## src/rtl/mem_pkg.sv

```systemverilog
// Shared defaults for the single-port word memory, its bus interface and bench.
package mem_pkg;
    localparam int MEM_WIDTH      = 16;
    localparam int MEM_ADDR_WIDTH = 4;
    localparam int MEM_DEPTH      = 16;

    typedef enum logic {
        OP_READ  = 1'b0,
        OP_WRITE = 1'b1
    } op_e;
endpackage

```

## src/rtl/memory.sv

```systemverilog
// Single-port register-array memory: one request per cycle, 1-cycle registered read.
// Out-of-range addresses drop writes and read back as zero.
module memory
    import mem_pkg::*;
#(
    parameter int WIDTH      = MEM_WIDTH,
    parameter int ADDR_WIDTH = MEM_ADDR_WIDTH,
    parameter int DEPTH      = MEM_DEPTH
) (
    input  logic                  clk_i,
    input  logic                  rst_i,
    input  logic [WIDTH-1:0]      wdata_i,
    input  logic [ADDR_WIDTH-1:0] addr_i,
    input  logic                  wr_rd_en_i,
    input  logic                  valid_i,
    output logic [WIDTH-1:0]      rdata_o,
    output logic                  ready_o
);
    generate
        if (DEPTH < 1 || DEPTH > (2 ** ADDR_WIDTH)) begin : g_bad_depth
            $error("memory: DEPTH must be in 1 .. 2**ADDR_WIDTH");
        end
    endgenerate

    // One extra bit so DEPTH == 2**ADDR_WIDTH is representable.
    localparam logic [ADDR_WIDTH:0] DEPTH_W = (ADDR_WIDTH + 1)'(DEPTH);

    logic [WIDTH-1:0] mem [DEPTH];
    logic             in_range;
    logic             xfer;

    assign in_range = {1'b0, addr_i} < DEPTH_W;
    assign xfer     = valid_i && ready_o;

    always_ff @(posedge clk_i) begin
        if (rst_i) begin
            ready_o <= 1'b0;
            rdata_o <= '0;
            for (int i = 0; i < DEPTH; i++) begin
                mem[i] <= '0;
            end
        end else begin
            ready_o <= 1'b1;
            if (xfer) begin
                if (wr_rd_en_i == OP_WRITE) begin
                    if (in_range) begin
                        mem[addr_i] <= wdata_i;
                    end
                end else begin
                    rdata_o <= in_range ? mem[addr_i] : '0;
                end
            end
        end
    end
endmodule

```

## config.mk

```make
export PLATFORM = sky130hd
export DESIGN_NAME = memory
export DESIGN_NICKNAME = d
export VERILOG_FILES = /design/src/rtl/mem_pkg.sv /design/src/rtl/memory.sv
export SDC_FILE = /design/constraint.sdc
export NUM_CORES = 1
export LEC_CHECK = 0
export ABC_AREA = 1
export BUFFER_PORTS_ARGS = -buffer_cell sky130_fd_sc_hd__buf_2
export CORE_MARGIN = 2
export CORE_UTILIZATION = 31
export CTS_CLUSTER_DIAMETER = 80
export DETAILED_ROUTE_END_ITERATION = 8
export RECOVER_POWER = 25
export SLEW_MARGIN = 20
export SYNTH_ARGS = -nofsm -noshare
export SYNTH_HDL_FRONTEND = slang
export SYNTH_SLANG_ARGS = --single-unit
```

## constraint.sdc

```tcl
create_clock -name clk_i -period 5 [get_ports clk_i]
set_input_delay 1 -clock clk_i [delete_from_list [all_inputs] [get_ports clk_i]]
set_output_delay 1 -clock clk_i [all_outputs]
set_load 0.02 [all_outputs]
```

# After elaboration in Yosys (flattened, before gate mapping)
# Memory sizes are Yosys's and may differ from the RTL's. A register that Yosys moved wholly into a read port is not among the register bits.
# Index checks and enable logic that the tools add are counted.
# classes
n_mux	10
n_reduce_logical	3
n_bitwise	1
# op_table
cell	n
$mux W16	1
$reduce_or A16 Y1	1
$mux W1	8
$mux W4	1
$reduce_and A2 Y1	1
$logic_and A1 B1 Y1	1
$not A1 Y1	1
# word_totals
mem_bits_rw	256
register_bits	1
input_bits	24
out_inout_bits	17
n_memories	1
elab_cells	16
# mem_list
name	depth	width	read_ports	rd_clocked_by_memory_dff	wr	line	text
mem	16	16	1	1	16	memory.sv:28	logic [WIDTH-1:0] mem [DEPTH];

# Depth between registers and ports, before layout
# Gate-level depths: netlist of run 1.
# logic_depth
word_depth	6
depth_mapped	11

# Worst setup path before layout of run 1
# Ideal clock, no wire load.
# synth_path
kind	input-to-reg
from	in rst_i
to	mem mem[10][0] (netlist name) (enable)
required_ps	4628
cell_stages	6
n_path_buf	1
setup_slack_ps	2425
t_arrival_ps	2203
path_cell_list	inv_2 -> nand4_4 -> nor3_2 -> nand2_2 -> buf_2 -> nand2_1
# synth_lines
element	line	text
from (decl)	memory.sv:11	input logic rst_i,
to (decl)	memory.sv:28	

==> metrics.yaml, run 1 <==
routing:
  first_iter_violations: 794
  detail_route.vias_per_cell: 4.87
  detailroute.via_count: 9134
  route.detailed.wl_per_inst_um: 18.1
  drt-total-wl_um: 34000
  antenna_left: 0
  detailedRoute.firstPassIterationCount: 7
  detail_route.drc_violations: 0
timing:
  timing.final.hold_violations: 0
  timing.setup.tns_ns: 0
  rsz0062_at_grt: "no"
  period_minus_slack_ns: 3.55
  timing_worst_slew_pin_value_ns: 1.88
  finalMaxSlewViolations: 34
  hold_slack_ns: 0.525
  final_critical_path_setup_slack_ns: 1.45
  final-setup-viol-count: 0
  post-route-period-util_pct: 71.0
  timing.max_slew.rel_slack_pct: -25.4
  timing.clock.skew_ns: 0.00785
  fmax_mhz: 282
finish:
  fraction_of_final_layout_cells_with_drive_strength_greater_than_1_pct: 5.97
  antennaDiodeCount: 0
  finish.instance_area_um2: 13700
  area_of_combinational_cells_with_multiple_inputs_um2: 3790
  sequential_cell_area_um2: 8030
  most-common-layout-cells: "543 x sky130_fd_sc_hd__nand2_1, 291 x sky130_fd_sc_hd__nor2_1, 256 x sky130_fd_sc_hd__edfxtp_1"
  area_growth_from_synthesis_to_final_layout_pct: 11.0
  design.final.nets: 1364
  layout.cells.most_common: "sky130_fd_sc_hd__nand2_1"
  final_core_utilization_pct: 35.1
  fillerInstances: 3994
yosys:
  netlist_area_um2: 12300
  syn_nets: 1365
  postSynthRegisterBits: 273
  synth_sequential_area_ratio_pct: 65.2
  synthCells: 1341
  syn-mean-instance-area_um2: 9.18
  yosys_warnings: 0
  ys_types: 15
global_routing:
  overflow: 0
  global_route_wire_length_before_repair_um: 51800
  grt_antenna_before_repair: 1
  track_usage_pct: 16.4
  first_global_vias: 8954
  grt_max_degree: 79
critical_path:
  cp_cell_sequence: "buf_4 -> nor3_1 -> nand2_2 -> clkbuf_1 -> nand2_1"
  worst_ep_required_time_ns: 5.05
  worst-path-buf-inv: 2
  timing.critical_path.max_delay_family: "buffers and inverters"
  critPathSlowestCell: "sky130_fd_sc_hd__nand2_1"
  crit-reg2reg-capture: "mem[6][6]"
  cp.arrival_ns: 3.60
  critical_path.max_fanout: 70
  register_to_register_path_depth: 4
  regToRegSetupSlack_ns: 1.97
  endpoint_kind: "register"
  critical_path.reg2reg.startpoint: "ready_o"
  timing.critical_path.from_type: "input pin"
  critical_path_class: "input pin to register"
  critical-path-max-stage-delay_ns: 0.77
power_and_ir_drop:
  power_per_cell_area_nw_per_um2: 352
  static-leakage-power_nw: 5.82
  ir_drop_uv: 253
hold_path:
  hold_path.class: "register to register"
  timing.hold.worst_path_depth: 2
  hold-path-endpoint: "rdata_o[5]"
  hold_path_startpoint: "rdata_o[5]"
die:
  core_area_um2: 38900
  initial_core_utilization_pct: 31.6
  row_count: 72
  design.die.area_um2: 41300
  ios: 41
  die_w_um: 203
  die-height_um: 203
place:
  placed_standard_cell_area_um2: 12900
  post-dp-hpwl_um: 20600
  io_buffer_count: 40
  globalplace.congestion: 0.820
  detailedPlace.worstSlack_ns: 1.28
run_status:
  failing_checks: "max-capacitance violations, max-slew violations"
  run_status: "finished, violations left"
clock_network:
  post-cts-setup-buffers: 0
  clkLatencyLatePin_ns: 0.53
  cts-root-buf: "sky130_fd_sc_hd__clkbuf_16"
  clock-sinks: 273
  postCtsHoldBufs: 0
  post_cts_resize_count: 0
  clock_path_buffers: 3
  htree_num_levels: 1
  cts.reportedPaths.clkPinSlew_ns: 0.06
  cts_tree: "done"
  numCtsBuffers: 29
run:
  number_of_maximum_capacitance_violations: 1
worst max path at each step:
stage | slack (ns) | to | from | cells past startpoint
2_1_floorplan | 2.43 | mem[10][0] | rst_i | 6
3_3_place_gp | 1.29 | mem[5][12] | addr_i[0] | 5
3_5_place_dp | 1.28 | mem[5][13] | addr_i[0] | 5
4_1_cts | 1.82 | mem[5][10] | addr_i[0] | 5
5_1_grt | 1.27 | mem[8][3] | rst_i | 4
6_report | 1.45 | mem[10][3] | addr_i[0] | 5
cells in the mapped netlist:
master | count | area (µm²)
sky130_fd_sc_hd__nand2_1 | 538 | 2020
sky130_fd_sc_hd__nor2_1 | 292 | 1100
sky130_fd_sc_hd__edfxtp_1 | 256 | 7690
sky130_fd_sc_hd__nand3_1 | 80 | 400
sky130_fd_sc_hd__buf_2 | 41 | 205
sky130_fd_sc_hd__clkbuf_1 | 41 | 154
sky130_fd_sc_hd__inv_1 | 19 | 71.3
sky130_fd_sc_hd__dfxtp_1 | 17 | 340
sky130_fd_sc_hd__nand4_1 | 16 | 100
sky130_fd_sc_hd__o21ai_0 | 16 | 80.1
sky130_fd_sc_hd__buf_1 | 9 | 33.8
sky130_fd_sc_hd__nand2_2 | 8 | 50.1
sky130_fd_sc_hd__nor3_2 | 4 | 40.0
sky130_fd_sc_hd__inv_2 | 3 | 11.3
sky130_fd_sc_hd__nand4_4 | 1 | 21.3
per-layer routing:
metal | global-route usage [%] | part of all wire [%] | vias up
li1 | - | - | 4331
met1 | 21.0 | 41 | 4427
met2 | 28.7 | 49 | 310
met3 | 1.81 | 6.2 | 64
met5 | 0 | 0.038 | -
met4 | 6.20 | 3.4 | 2
cell type report:
class,count,area share (%)
Sequential cell,273,58.7
Multi-Input combinational cell,955,27.7
Clock buffer,38,5.56
Tap cell,518,4.74
Timing Repair Buffer,59,2.26
Inverter,22,0.623
Clock inverter,10,0.357
per-stage QoR:
step / instances / power [W]
after global routing: 1875 / 0.00496
after floorplan: 1341 / 0.00283
final: 1875 / 0.00481
after CTS: 1875 / 0.00484
after global placement: 1827 / 0.00296
after detailed placement: 1827 / 0.00296
sequential cells by signal (all words and copies together) (netlist names):
register and count:
mem 256, rdata_o 16, ready_o 1
where the power goes:
part / leakage [nW] / switching (W) / internal [W]
Combinational: 2.54 / 0.000269 / 0.0000631
Clock: 0.395 / 0.000847 / 0.00106
Sequential: 2.89 / 0.0000201 / 0.00256
Total: 5.82 / 0.00114 / 0.00368
worst min-delay path, stage by stage (launching register included):
cell	delay [ns]
sky130_fd_sc_hd__dfxtp_1	0.32
sky130_fd_sc_hd__o21ai_0	0.08
sky130_fd_sc_hd__nor2_1	0.09
logic make-up after synthesis:
logic type	share of synthesized area, %
simple gates	30.3
buf+inv	3.86
flops	65.2
compound gates	0.650
Power figures use the tool's default switching activity.
==> inputs of run 2 (changes only) <==
- ABC_AREA: 1 -> 0
- clock period: 5 -> 3.18 ns (I/O delays scaled with it)
==> run 2 against run 1 <==
Compared with the run above: the flow now finishes without violations; utilization rose by 0.72 points; sequential cell count stayed put; combinational power up 39%; routed wire length down 13%; clock skew is essentially flat; critical path type unchanged; cell area is 3.9% higher.
==> metrics.yaml, run 2 <==
run_status:
  run_status: "complete, no violations"
routing:
  detail_route.drc_violations: 0
  antenna_left: 0
  route.detailed.wl_per_inst_um: 20.8
  detailedRoute.firstPassIterationCount: 5
  detailroute.via_count: 6817
  first_iter_violations: 526
  drt-total-wl_um: 29500
  detail_route.vias_per_cell: 4.81
power_and_ir_drop:
  static-leakage-power_nw: 5.26
  power.clock.fraction_pct: 44.6
  power.share.combinational_pct: 5.7
  switching_share_pct: 21.2
  ir_drop_uv: 304
  power_per_cell_area_nw_per_um2: 574
  power_frac_seq_pct: 49.7
  power_report.internal_total_w: 0.00642
  switchingPower_w: 0.00173
clock_network:
  cts.reportedPaths.clkPinSlew_ns: 0.06
  clock_path_buffers: 3
  clkLatencyLatePin_ns: 0.55
  postCtsHoldBufs: 0
  cts_tree: "done"
  numCtsBuffers: 30
  htree_num_levels: 1
  post_cts_resize_count: 0
  clock-sinks: 273
  cts-root-buf: "sky130_fd_sc_hd__clkbuf_16"
  post-cts-setup-buffers: 0
yosys:
  synth_sequential_area_ratio_pct: 64.6
  synth_area_leaders: "sky130_fd_sc_hd__edfxtp_1 62%, sky130_fd_sc_hd__and2_1 13%, sky130_fd_sc_hd__mux4_2 7.6%, sky130_fd_sc_hd__mux2i_1 3.2%, sky130_fd_sc_hd__dfxtp_1 2.7%"
  synthCells: 818
  yosys_warnings: 0
  synth_top_cells_by_count: "261 x sky130_fd_sc_hd__and2_1, 256 x sky130_fd_sc_hd__edfxtp_1, 42 x sky130_fd_sc_hd__mux4_2"
  post-synth-top-area-cell: "sky130_fd_sc_hd__edfxtp_1"
  syn-mean-instance-area_um2: 15.2
  post-synth-top-area-fraction_pct: 61.9
  syn_nets: 842
  postSynthRegisterBits: 273
  netlist_area_um2: 12400
  synth-edff-count: 256
  ys_types: 40
  synthMostInstantiatedCell: "sky130_fd_sc_hd__and2_1"
  postSynth.topFlopCell: "sky130_fd_sc_hd__edfxtp_1"
  synthArstFlopShare_pct: 0
global_routing:
  first_global_vias: 6969
  overflow: 0
  track_usage_pct: 14.4
  grt_antenna_before_repair: 0
  grt_max_degree: 67
  global_route_wire_length_before_repair_um: 44500
critical_path:
  crit-reg2reg-capture: "mem[1][8]"
  cp.arrival_ns: 2.69
  critical_path.max_fanout: 21
  regToRegSetupSlack_ns: 0.92
  endpoint_kind: "register"
  worst_ep_required_time_ns: 3.37
  critical_path.reg2reg.startpoint: "ready_o"
  register_to_register_path_depth: 6
  timing.critical_path.from_type: "input pin"
  critical_path_class: "input pin to register"
timing:
  final_critical_path_setup_slack_ns: 0.675
  timing.final.hold_violations: 0
  period_minus_slack_ns: 2.51
  timing_worst_slew_pin_value_ns: 1.26
  post-route-period-util_pct: 78.8
  final-setup-viol-count: 0
  timing.clock.skew_ns: 0.00826
  finalMaxSlewViolations: 0
  timing.max_slew.rel_slack_pct: 15.9
  timing.setup.tns_ns: 0
  rsz0062_at_grt: "no"
  fmax_mhz: 399
finish:
  largest_register_ffs: 256
  most-common-layout-cells: "256 x sky130_fd_sc_hd__edfxtp_1, 227 x sky130_fd_sc_hd__and2_1, 42 x sky130_fd_sc_hd__mux4_2"
  antennaDiodeCount: 0
  layout.cells.most_common: "sky130_fd_sc_hd__edfxtp_1"
  area_growth_from_synthesis_to_final_layout_pct: 14.3
  design.final.nets: 893
  fraction_of_final_layout_cells_with_drive_strength_greater_than_1_pct: 19.8
  reg_top3: "mem x256, rdata_o x16, ready_o x1"
  largest_register_by_flop_count: "mem"
hold_path:
  hold_path_startpoint: "rdata_o[6]"
  timing.hold.worst_path_depth: 2
  hold_path.class: "register to register"
  hold-path-endpoint: "rdata_o[6]"
die:
  die-height_um: 204
  initial_core_utilization_pct: 31.3
  design.die.area_um2: 41700
  die_w_um: 204
  row_count: 73
  ios: 41
  core_area_um2: 39600
place:
  detailedPlace.worstSlack_ns: 0.712
  globalplace.congestion: 0.845
  post-dp-hpwl_um: 18600
  io_buffer_count: 40
run:
  number_of_maximum_capacitance_violations: 0
run 2: cell type report:
cell class,count,area [µm²]
Fill cell,3807,25400
Sequential cell,273,8030
Multi-Input combinational cell,482,3980
Clock buffer,35,791
Tap cell,525,657
Timing Repair Buffer,81,500
Clock inverter,20,243
Inverter,1,3.75
run 2: how the worst max path moves through the flow:
| stage | depth (start not counted) | to | start |
|---|---|---|---|
| global placement | 6 | rdata_o[6] | addr_i[1] |
| global route | 5 | mem[4][15] | rst_i |
| finish | 5 | mem[4][10] | rst_i |
| floorplan | 4 | mem[14][0] | addr_i[3] |
| CTS | 5 | mem[5][15] | ready_o |
| detailed placement | 5 | mem[0][4] | addr_i[1] |
run 2: metrics by stage:
step	util, %	total power, W	area (µm²)	instances	hold slack (ns)
after floorplan	-	0.00442	12400	818	0.571
after global placement	33.3	0.00459	13200	1362	0.508
after detailed placement	33.3	0.00460	13200	1362	0.507
after CTS	35.9	0.00823	14200	1417	0.520
after global routing	35.8	0.00840	14200	1417	0.535
final	35.8	0.00815	14200	1417	0.523
run 2: cell families after synthesis:
| family | synth area share [%] |
|---|---|
| simple gates | 16.9 |
| compound gates | 3.98 |
| flops | 64.6 |
| mux | 11.3 |
| buf+inv | 3.26 |
run 2: power groups by stage:
stage                     logic (W)  registers (W)  clock network (W)
after detailed placement   0.000475        0.00413                  0
after CTS                  0.000476        0.00405            0.00370
final                      0.000463        0.00405            0.00363
after global placement     0.000468        0.00412                  0
after global routing       0.000501        0.00406            0.00383
after floorplan            0.000296        0.00413                  0
run 2: layer usage:
layer | wire (µm) | global-route usage (%) | share of wire, %
met1 | 13300 | 20.1 | 45
met3 | 1480 | 2.38 | 5.0
met5 | 0 | 0 | 0
met2 | 14200 | 23.5 | 48
met4 | 565 | 2.95 | 1.9
run 2: worst max-delay path, cell delays in order:
cell and delay [ns]:
sky130_fd_sc_hd__clkbuf_1 0.09, sky130_fd_sc_hd__clkbuf_1 0.85, sky130_fd_sc_hd__inv_1 0.47, sky130_fd_sc_hd__o21ai_0 0.18
sky130_fd_sc_hd__clkbuf_2 0.44
